==> src/rtl/pc_pkg.sv <==
// Shared types and constants for the instruction-fetch stage.
//   fetch_state_t : fetch FSM encoding (BOOT, RUN, HALTED)
//   INSTR_BYTES   : PC increment per sequential instruction
//   addr_t        : 16-bit byte address
package pc_pkg;

  localparam int unsigned INSTR_BYTES = 2;

  typedef logic [15:0] addr_t;

  typedef enum logic [1:0] {
    BOOT   = 2'd0,
    RUN    = 2'd1,
    HALTED = 2'd2
  } fetch_state_t;

endpackage

==> src/rtl/sl1.sv <==
// Shift-left-by-one: converts a word offset into a byte offset.
//   a : input value
//   y : a << 1 (MSB discarded, LSB zero)
module sl1 #(
  parameter int unsigned W = 16
) (
  input  logic [W-1:0] a,
  output logic [W-1:0] y
);

  assign y = a << 1;

endmodule

==> src/rtl/pc_fetch.sv <==
// Instruction-fetch stage: program counter, instruction-memory addressing,
// registered instruction/PC towards decode, and branch/jump redirects.
//   clk, reset_n           : clock, async active-low reset
//   imem_addr / imem_rdata : instruction-memory address (PC) and read data
//   out_valid/out_ready    : handshake towards decode
//   out_instr / out_pc     : registered instruction and its byte address
//   br_taken/br_pc/br_offset : taken branch and its operands
//   jr_valid / jr_target   : register jump
//   halt                   : stop fetching, sticky until reset
module pc_fetch
  import pc_pkg::*;
#(
  parameter int unsigned     PC_W     = 16,
  parameter logic [PC_W-1:0] RESET_PC = '0
) (
  input  logic            clk,
  input  logic            reset_n,
  output logic [PC_W-1:0] imem_addr,
  input  logic [PC_W-1:0] imem_rdata,
  output logic            out_valid,
  input  logic            out_ready,
  output logic [PC_W-1:0] out_instr,
  output logic [PC_W-1:0] out_pc,
  input  logic            br_taken,
  input  logic [PC_W-1:0] br_pc,
  input  logic [PC_W-1:0] br_offset,
  input  logic            jr_valid,
  input  logic [PC_W-1:0] jr_target,
  input  logic            halt
);

  fetch_state_t    state, state_nxt;
  logic [PC_W-1:0] pc, pc_nxt;
  logic            valid_nxt;
  logic [PC_W-1:0] instr_nxt, opc_nxt;
  logic [PC_W-1:0] br_byte_off;
  logic [PC_W-1:0] br_target;
  logic [PC_W-1:0] jr_aligned;
  logic            can_load;

  // Word offset to byte offset for the branch-target adder.
  sl1 #(.W(PC_W)) u_sl1 (
    .a (br_offset),
    .y (br_byte_off)
  );

  // Targets wrap mod 2^PC_W; jump targets are forced halfword-aligned.
  assign br_target  = br_pc + PC_W'(INSTR_BYTES) + br_byte_off;
  assign jr_aligned = jr_target & ~PC_W'(1);

  assign imem_addr = pc;
  assign can_load  = !out_valid || out_ready;

  // Next-state and datapath selection.
  always_comb begin
    state_nxt = state;
    pc_nxt    = pc;
    valid_nxt = out_valid;
    instr_nxt = out_instr;
    opc_nxt   = out_pc;
    case (state)
      BOOT: begin
        state_nxt = RUN;
      end
      RUN: begin
        if (jr_valid) begin
          pc_nxt    = jr_aligned;
          valid_nxt = 1'b0;
        end else if (br_taken) begin
          pc_nxt    = br_target;
          valid_nxt = 1'b0;
        end else if (halt) begin
          state_nxt = HALTED;
          if (can_load) valid_nxt = 1'b0;
        end else if (can_load) begin
          instr_nxt = imem_rdata;
          opc_nxt   = pc;
          valid_nxt = 1'b1;
          pc_nxt    = pc + PC_W'(INSTR_BYTES);
        end
      end
      HALTED: begin
        // Drain the last held instruction, then stay idle until reset.
        if (out_ready) valid_nxt = 1'b0;
      end
      default: begin
        state_nxt = BOOT;
        valid_nxt = 1'b0;
      end
    endcase
  end

  // FSM state register.
  always_ff @(posedge clk or negedge reset_n) begin
    if (!reset_n) state <= BOOT;
    else          state <= state_nxt;
  end

  // PC and output registers.
  always_ff @(posedge clk or negedge reset_n) begin
    if (!reset_n) begin
      pc        <= RESET_PC;
      out_valid <= 1'b0;
      out_instr <= '0;
      out_pc    <= '0;
    end else begin
      pc        <= pc_nxt;
      out_valid <= valid_nxt;
      out_instr <= instr_nxt;
      out_pc    <= opc_nxt;
    end
  end

endmodule

==> config.mk <==
export PLATFORM = sky130hd
export DESIGN_NAME = pc_fetch
export DESIGN_NICKNAME = d
export VERILOG_FILES = /design/src/rtl/pc_pkg.sv /design/src/rtl/sl1.sv /design/src/rtl/pc_fetch.sv
export SDC_FILE = /design/constraint.sdc
export NUM_CORES = 1
export LEC_CHECK = 0
export ABC_AREA = 0
export CORE_MARGIN = 8
export CORE_UTILIZATION = 30
export CTS_BUF_LIST = sky130_fd_sc_hd__clkbuf_8
export CTS_CLUSTER_SIZE = 30
export DETAILED_ROUTE_END_ITERATION = 8
export SLEW_MARGIN = 20
export SYNTH_ARGS = -nofsm -noshare
export SYNTH_HDL_FRONTEND = slang
export SYNTH_SLANG_ARGS = --single-unit
==> constraint.sdc <==
create_clock -name clk -period 1.9 [get_ports clk]
set_input_delay 0.285 -clock clk [delete_from_list [all_inputs] [get_ports clk]]
set_output_delay 0.285 -clock clk [all_outputs]
set_load 0.1 [all_outputs]
==> results of run 1 <==
sequential cells by signal, indices dropped and copies added (netlist names):
name,flops
out_valid,1
out_pc,16
state,2
out_instr,16
imem_addr,16
cell type report:
type                            instances  area [um2]
Timing Repair Buffer                  178        1550
Clock inverter                          2        35.0
Sequential cell                        51        1300
Clock buffer                            6        82.6
Inverter                               16        62.6
Fill cell                            1008        5320
Multi-Input combinational cell        257        2320
Tap cell                              140         175
critical path: stages:
cell and delay (ns):
buf_6 0.10, ha_4 0.23, ha_4 0.16, fa_2 0.39, a21oi_4 0.16, o211ai_2 0.09, o211ai_1 0.15, a21oi_2 0.10
and4bb_1 0.18, or3_1 0.29
final timing paths:
check / start / to / slack, ns / cells after the start
worst min-delay path: reset_n / imem_addr[13] / 0.49 / 3
worst max-delay path: br_pc[2] / imem_addr[12] / -0.04 / 10
min in group clk: out_pc[0] / out_pc[0] / 0.50 / 1
worst min register to register: out_pc[0] / out_pc[0] / 0.50 / 1
max in group asynchronous: reset_n / imem_addr[2] / 1.14 / 3
worst max register to register: imem_addr[1] / imem_addr[9] / 0.17 / 7
Yosys cell counts, types with 5 or more instances:
| cell type | count | area share [%] |
|---|---|---|
| a21oi_1 | 25 | 3.8 |
| a31oi_1 | 6 | 1.1 |
| buf_2 | 5 | 0.75 |
| buf_4 | 6 | 1.4 |
| dfrtp_1 | 51 | 38 |
| ha_1 | 28 | 11 |
| inv_1 | 15 | 1.7 |
| mux2_1 | 6 | 2.0 |
| mux2_2 | 26 | 8.8 |
| mux2i_1 | 5 | 1.5 |
| nand2_1 | 25 | 2.8 |
| nand3_1 | 13 | 2.0 |
| nor2_1 | 20 | 2.3 |
| nor3_1 | 7 | 1.1 |
| o21a_1 | 5 | 1.1 |
| o21ai_0 | 21 | 3.2 |
| xnor2_1 | 9 | 2.4 |
| xor2_1 | 6 | 1.6 |
cell families (layout without fill, tap and decap cells):
group,Yosys count,count (layout),synth area share (%)
compound gates,89,89,17.0
xor+xnor,15,15,3.95
fa+ha+maj,29,29,11.1
buf+inv,31,202,4.36
flops,51,51,38.4
mux,38,38,12.8
simple gates,86,86,12.4
power groups by stage:
| stage | clock network, mW | logic [mW] | registers [mW] |
|---|---|---|---|
| 6_report | 0.778 | 4.71 | 1.73 |
| 5_1_grt | 0.854 | 4.90 | 1.79 |
| 4_1_cts | 0.807 | 4.69 | 1.73 |
| 3_5_place_dp | 0 | 4.57 | 1.76 |
| 3_3_place_gp | 0 | 4.54 | 1.74 |
| 2_1_floorplan | 0 | 0.824 | 4.17 |
routing by layer:
metal,GRT usage [%],vias up,routed length (um)
li1,-,1572,-
met1,16.8,1526,4630
met2,23.9,91,4860
met3,3.58,4,651
met4,2.85,0,61
met5,0,-,0
repair_timing:
action                                  CTS  global route
endpoints found under the setup margin   12            10
hold buffers                              1             0
buffers inserted                          5             1
gates resized for setup                  86            31
endpoints found under the hold margin    51             0
pin swaps                                44            34
per-stage QoR:
stage                     hold slack (ns)  total power [mW]  worst slack [ns]  utilization [%]
after floorplan                   -0.0106              5.00            -0.259                -
after global placement              0.297              6.28            -0.753             47.2
after detailed placement            0.297              6.32            -0.778             47.2
after CTS                           0.506              7.23           -0.0849             50.6
after global routing                0.517              7.54           -0.0555             50.9
final                               0.494              7.22           -0.0390             50.9
==> impl_metrics.py, run 1 <==
metrics = {
    "run_status": {
        "status": "finished, violations left",
        "violations": "negative setup slack",
    },
    "global_route": {
        "grt_use_total_pct": 13.8,
        "grt_start_max_net_pins": 52,
        "grt_pass1_wl_um": 16600,
        "overflow": 0,
        "grt_pass1_vias": 3446,
        "antenna_found_initial": 0,
    },
    "drt": {
        "drc_errors": 0,
        "routed_wl_um": 10200,
        "final_antenna_net_count": 0,
        "drt_iter0_drc": 117,
        "wl_per_cell_um": 15.7,
        "via_count": 3193,
        "viasPerCell": 4.91,
        "drt_first_pass_iters": 4,
    },
    "placed_design": {
        "io_buffers": 116,
        "place_inst": 635,
        "hpwlAfterDp_um": 8030,
        "place.gp.congestion": 0.828,
        "dpl-instance-area_um2": 5120,
    },
    "power": {
        "power.share.combinational_pct": 65.3,
        "powerDensity_nw_per_um2": 1310,
        "p_leak_nw": 2.36,
        "p_sw_mw": 3.98,
        "swShare_pct": 55.2,
        "intPower_mw": 3.23,
        "pwr-share-seq_pct": 24.0,
        "vdd_drop_max_uv": 1000,
        "clkPwrFrac_pct": 10.8,
    },
    "worst_setup_path": {
        "critPathKind": "primary input to register",
        "cp.arrival_ns": 2.13,
        "cp.required_ns": 2.09,
        "cp_max_fo": 2,
        "cp-end-kind": "register",
        "startpoint_type": "primary input",
    },
    "timing": {
        "rsz0062_at_grt": "yes",
        "finalWorstSetupSlack_ns": -0.0390,
        "maxSlewHeadroom_pct": 75.5,
        "setup_viol": 2,
        "fin_crit_ns": 1.94,
        "fmax_ghz": 0.516,
        "hold_viol": 0,
        "fin_tns_setup_ns": -0.0591,
        "period_share_pct": 102,
        "final_max_slew_viol_count": 0,
        "tightest_slew_ns": 0.366,
        "finClkSkew_ns": 0.00714,
    },
    "layout": {
        "num_antenna_cells": 0,
        "stdcell_area_um2": 5520,
        "final_common_cell": "buf_4",
        "synthToLayoutAreaGrowth_pct": 66.1,
        "final_nets": 608,
        "stdcell_count": 650,
        "final_cell_mix": "buf_4 (97), clkdlybuf4s50_1 (42), dfrtp_1 (39)",
        "drive_gt1_share_pct": 44.5,
    },
    "floorplanning": {
        "die_h_um": 121,
        "core_um2": 10800,
        "num_rows": 38,
        "dieArea_um2": 14700,
        "fp.dieW_um": 121,
        "start_util_pct": 30.7,
        "io_pins": 119,
    },
    "job": {
        "drv_cap": 0,
    },
    "synthesis": {
        "synth_nets": 438,
        "async_flop_share_pct": 100,
        "synth.distinct_cells": 53,
        "synth_edf_count": 0,
        "synthesis.area_um2": 3330,
        "ys_warn_count": 0,
        "avgSynthCellArea_um2": 9.81,
        "yosysSeqAreaShare_pct": 38.4,
        "syn_inst": 339,
        "synth-seq-cells": 51,
        "synth_ff_type": "dfrtp_1",
    },
    "clock_tree": {
        "clock_path_buffers": 2,
        "worstSkewPairLatency_ns": 0.30,
        "root_buffer": "clkbuf_8",
        "cts_buffers": 5,
        "cts.clk_slew.worst_paths_ns": 0.10,
        "cts_max_level": 2,
        "cts_tree": "done",
        "cts_sinks": 51,
    },
    "worst_hold_path": {
        "worst_hold_path_type": "primary input to asynchronous set/reset pin",
    },
}
(Power assumes the default switching activity.)
==> run 2: changes to the inputs <==
CELL_PAD_IN_SITES_DETAIL_PLACEMENT = 0   (was unset)
CELL_PAD_IN_SITES_GLOBAL_PLACEMENT = 2   (was unset)
CORE_UTILIZATION = 27   (was 30)
CTS_BUF_LIST = sky130_fd_sc_hd__clkbuf_4 sky130_fd_sc_hd__clkbuf_8   (was sky130_fd_sc_hd__clkbuf_8)
PLACE_DENSITY_LB_ADDON = 0.1   (was unset)
==> impl_metrics.py, run 2 (same netlist as run 1, synthesis figures left out) <==
metrics = {
    "run_status": {
        "status": "finished, violations left",
        "violations": "negative setup slack",
    },
    "timing": {
        "rsz0062_at_grt": "yes",
        "fin_tns_setup_ns": -0.158,
        "finClkSkew_ns": 0.00762,
        "finalWorstSetupSlack_ns": -0.0735,
        "final_max_slew_viol_count": 0,
        "setup_viol": 5,
        "fin_crit_ns": 1.97,
        "maxSlewHeadroom_pct": 72.1,
        "fmax_ghz": 0.507,
        "tightest_slew_ns": 0.416,
        "period_share_pct": 104,
        "hold_viol": 0,
    },
    "layout": {
        "stdcell_count": 669,
        "utilization_pct": 47.3,
        "synthToLayoutAreaGrowth_pct": 71.0,
        "num_antenna_cells": 0,
        "final_nets": 620,
        "final_cell_mix": "buf_4 (106), clkdlybuf4s50_1 (42), dfrtp_1 (39)",
        "fillers": 1178,
        "drive_gt1_share_pct": 45.6,
        "final_common_cell": "buf_4",
    },
    "worst_setup_path": {
        "cp.required_ns": 2.10,
        "r2r_end": "imem_addr[15]",
        "rr_startpoint": "imem_addr[1]",
        "cp.arrival_ns": 2.17,
        "cp-end-kind": "register",
        "critPathKind": "primary input to register",
        "reg2regPathDepth": 7,
        "rrSetupSlack_ns": 0.11,
        "cp_slowest_stage_delay_ns": 0.41,
        "startpoint_type": "primary input",
        "cp_cell_sequence": "buf_6, ha_4, ha_4, fa_2, a21oi_4, o211ai_2, o211ai_1, a21oi_2, and4bb_1, or3_1",
        "cp_max_fo": 3,
        "crit_path_frequent_cell": "ha_4",
        "cp_slowest_cell": "fa_2",
    },
    "drt": {
        "viasPerCell": 4.91,
        "via_count": 3285,
        "drt_iter0_drc": 136,
        "final_antenna_net_count": 0,
        "routed_wl_um": 11100,
        "drc_errors": 0,
        "wl_per_cell_um": 16.5,
        "drt_first_pass_iters": 4,
    },
    "global_route": {
        "antenna_found_initial": 0,
        "overflow": 0,
        "grt_use_total_pct": 13.7,
        "grt_pass1_wl_um": 18100,
        "grt_pass1_vias": 3511,
        "grt_start_max_net_pins": 26,
    },
    "power": {
        "p_leak_nw": 2.44,
        "totalPowerFinal_mw": 7.21,
        "vdd_drop_max_uv": 1080,
        "powerDensity_nw_per_um2": 1270,
    },
    "floorplanning": {
        "io_pins": 119,
        "num_rows": 40,
        "start_util_pct": 27.7,
        "fp.dieW_um": 127,
        "dieArea_um2": 16100,
        "die_h_um": 127,
        "core_um2": 12000,
    },
    "clock_tree": {
        "clock_path_buffers": 2,
        "root_buffer": "clkbuf_8",
        "cts_sinks": 51,
        "cts.clk_slew.worst_paths_ns": 0.10,
        "cts_tree": "done",
        "cts_max_level": 2,
        "cts_buffers": 5,
        "worstSkewPairLatency_ns": 0.31,
    },
    "placed_design": {
        "place.gp.congestion": 0.792,
        "place_inst": 647,
        "dp_slack_ns": -0.798,
        "io_buffers": 116,
        "hpwlAfterDp_um": 8720,
    },
    "job": {
        "drv_cap": 0,
    },
    "worst_hold_path": {
        "worst_hold_path_type": "primary input to asynchronous set/reset pin",
    },
}
-- run 2: worst max-delay path, delay by kind of cell --
kind / cells / cell delay, ns
buf+inv: 1 / 0.10
fa+ha+maj: 3 / 0.80
simple gates: 2 / 0.48
compound gates: 4 / 0.50
-- run 2: area by class of cell --
class | count | area, um2 | area share [%]
Inverter | 16 | 60.1 | 1.06
Multi-Input combinational cell | 257 | 2320 | 40.8
Tap cell | 147 | 184 | 3.23
Clock buffer | 5 | 68.8 | 1.21
Sequential cell | 51 | 1300 | 22.8
Timing Repair Buffer | 190 | 1740 | 30.6
Clock inverter | 3 | 20.0 | 0.352
-- run 2: metal layers --
| layer | share of wire, % | vias to the layer above | track usage (%) |
|---|---|---|---|
| li1 | - | 1599 | - |
| met1 | 44 | 1597 | 17.4 |
| met2 | 51 | 82 | 23.5 |
| met3 | 4.8 | 7 | 3.20 |
| met4 | 0.60 | 0 | 2.10 |
| met5 | 0 | - | 0 |
-- run 2: repair_timing --
action                                  CTS  global route
hold endpoints to repair                 14             0
buffers inserted                         10             3
endpoints found under the setup margin   12            33
pin swaps                                41            33
resized for setup                        84            25
hold buffers                              1             0
-- run 2: per-stage QoR --
stage / cell area (um2) / hold slack (ns)
after floorplan: 3470 / -0.0106
after global placement: 5220 / 0.230
after detailed placement: 5220 / 0.229
after CTS: 5600 / 0.423
after global routing: 5690 / 0.450
final: 5690 / 0.423
-- run 2: worst max-delay path by stage --
| stage | to | cells past startpoint | from | slack (ns) |
|---|---|---|---|---|
| after CTS | imem_addr[12] | 10 | br_offset[1] | -0.1 |
| final | imem_addr[12] | 10 | br_pc[2] | -0.07 |
| after global routing | imem_addr[12] | 10 | br_pc[2] | -0.12 |
| after floorplan | imem_addr[12] | 9 | br_pc[2] | -0.26 |
| after global placement | imem_addr[12] | 10 | br_pc[2] | -0.76 |
| after detailed placement | imem_addr[12] | 10 | br_pc[2] | -0.80 |
-- run 2: report_power, final --
group	internal [mW]	switching [mW]	total, mW
Combinational	1.48	3.38	4.86
Clock	0.257	0.391	0.649
Sequential	1.44	0.270	1.71
==> run 3: changes to the inputs <==
PLACE_DENSITY = 0.84   (was unset)
PLACE_DENSITY_LB_ADDON = unset   (was 0.1)
==> impl_metrics.py, run 3 (same netlist as run 1, synthesis figures left out) <==
metrics = {
    "layout": {
        "final_nets": 616,
        "stdcell_count": 665,
        "drive_gt1_share_pct": 45.4,
        "final_common_cell": "buf_4",
        "final_cell_mix": "buf_4 (103), clkdlybuf4s50_1 (42), dfrtp_1 (39)",
        "num_antenna_cells": 0,
        "utilization_pct": 46.9,
        "synthToLayoutAreaGrowth_pct": 69.4,
        "stdcell_area_um2": 5630,
    },
    "clock_tree": {
        "root_buffer": "clkbuf_8",
        "cts_buffers": 5,
        "cts_sinks": 51,
        "cts.clk_slew.worst_paths_ns": 0.10,
        "clock_path_buffers": 2,
        "cts_max_level": 2,
        "worstSkewPairLatency_ns": 0.31,
        "cts_tree": "done",
    },
    "job": {
        "drv_cap": 0,
    },
    "placed_design": {
        "io_buffers": 116,
        "dp_slack_ns": -0.823,
        "hpwlAfterDp_um": 8390,
        "place.gp.congestion": 0.827,
        "dpl-instance-area_um2": 5230,
        "place_inst": 648,
    },
    "global_route": {
        "grt_pass1_vias": 3309,
        "overflow": 0,
        "grt_start_max_net_pins": 35,
        "grt_use_total_pct": 12.9,
        "antenna_found_initial": 0,
        "grt_pass1_wl_um": 17000,
    },
    "worst_setup_path": {
        "rr_startpoint": "state[1]",
        "cp-end-kind": "register",
        "cp.required_ns": 2.10,
        "startpoint_type": "primary input",
        "cp.arrival_ns": 2.18,
        "cp_max_fo": 2,
        "cp_slowest_stage_delay_ns": 0.39,
        "r2r_end": "out_pc[11]",
        "reg2regPathDepth": 4,
        "cp_cell_sequence": "buf_6, ha_4, ha_4, fa_2, a21oi_4, buf_4, buf_4, o21ai_0, a211o_1, a31oi_4, o31ai_1",
        "cp_slowest_cell": "fa_2",
        "critPathKind": "primary input to register",
        "cp_num_buf_inv": 3,
        "rrSetupSlack_ns": 0.13,
        "path_delay_family": "compound AO/OA/AOI/OAI gates",
    },
    "run_status": {
        "violations": "negative setup slack",
        "status": "finished, violations left",
    },
    "worst_hold_path": {
        "worst_hold_path_type": "primary input to asynchronous set/reset pin",
    },
    "timing": {
        "setup_viol": 2,
        "period_share_pct": 104,
        "finClkSkew_ns": 0.00869,
        "maxSlewHeadroom_pct": 67.9,
        "final_max_slew_viol_count": 0,
        "fmax_ghz": 0.506,
        "finalWorstSetupSlack_ns": -0.0768,
        "rsz0062_at_grt": "yes",
        "tightest_slew_ns": 0.482,
        "fin_crit_ns": 1.98,
        "hold_viol": 0,
    },
    "drt": {
        "viasPerCell": 4.81,
        "drt_first_pass_iters": 4,
        "wl_per_cell_um": 15.9,
        "via_count": 3201,
        "final_antenna_net_count": 0,
        "drt_iter0_drc": 107,
        "routed_wl_um": 10600,
        "drc_errors": 0,
    },
    "floorplanning": {
        "fp.dieW_um": 127,
        "io_pins": 119,
        "core_um2": 12000,
        "dieArea_um2": 16100,
        "num_rows": 40,
        "start_util_pct": 27.7,
        "die_h_um": 127,
    },
    "power": {
        "vdd_drop_max_uv": 524,
        "p_leak_nw": 2.42,
        "powerDensity_nw_per_um2": 1290,
    },
}
## run 3: per-layer routing
metal | track usage, % | part of all wire (%)
met1 | 16.7 | 46
met5 | 0 | 0
met4 | 2.52 | 0.59
met2 | 21.2 | 47
met3 | 3.24 | 6.2
## run 3: where the power goes
group	internal [mW]	switching, mW
clock	0.332	0.371
combinational	1.46	3.40
sequential	1.44	0.264
## run 3: timing repair
item	in CTS	in global routing
setup endpoints to repair	12	10
endpoints found under the hold margin	17	0
pin swaps	37	24
hold buffers	1	0
buffers inserted	6	2
resized for setup	82	27
## run 3: worst max-delay path by stage
stage	startpoint	to	slack [ns]	depth (start not counted)
floorplan	br_pc[2]	imem_addr[12]	-0.26	9
global placement	br_pc[2]	imem_addr[12]	-0.77	10
detailed placement	br_pc[2]	imem_addr[12]	-0.82	10
CTS	br_offset[1]	imem_addr[12]	-0.12	10
global route	br_pc[2]	imem_addr[12]	-0.11	10
finish	br_pc[2]	imem_addr[8]	-0.08	11
## run 3: final cells by class
type	count	area (um2)
inverter	16	60.1
timing repair buffer	186	1680
sequential	51	1300
multi-input combinational	257	2310
tap	147	184
fill	1105	6380
clock inverter	1	7.51
clock buffer	7	96.3
## run 3: metrics by stage
step	hold slack [ns]	power (mW)	setup TNS [ns]
after floorplan	-0.0106	5.00	-0.497
after global placement	0.269	6.40	-11.83
after detailed placement	0.275	6.44	-12.06
after CTS	0.490	7.27	-0.142
after global routing	0.501	7.58	-0.427
final	0.470	7.26	-0.130
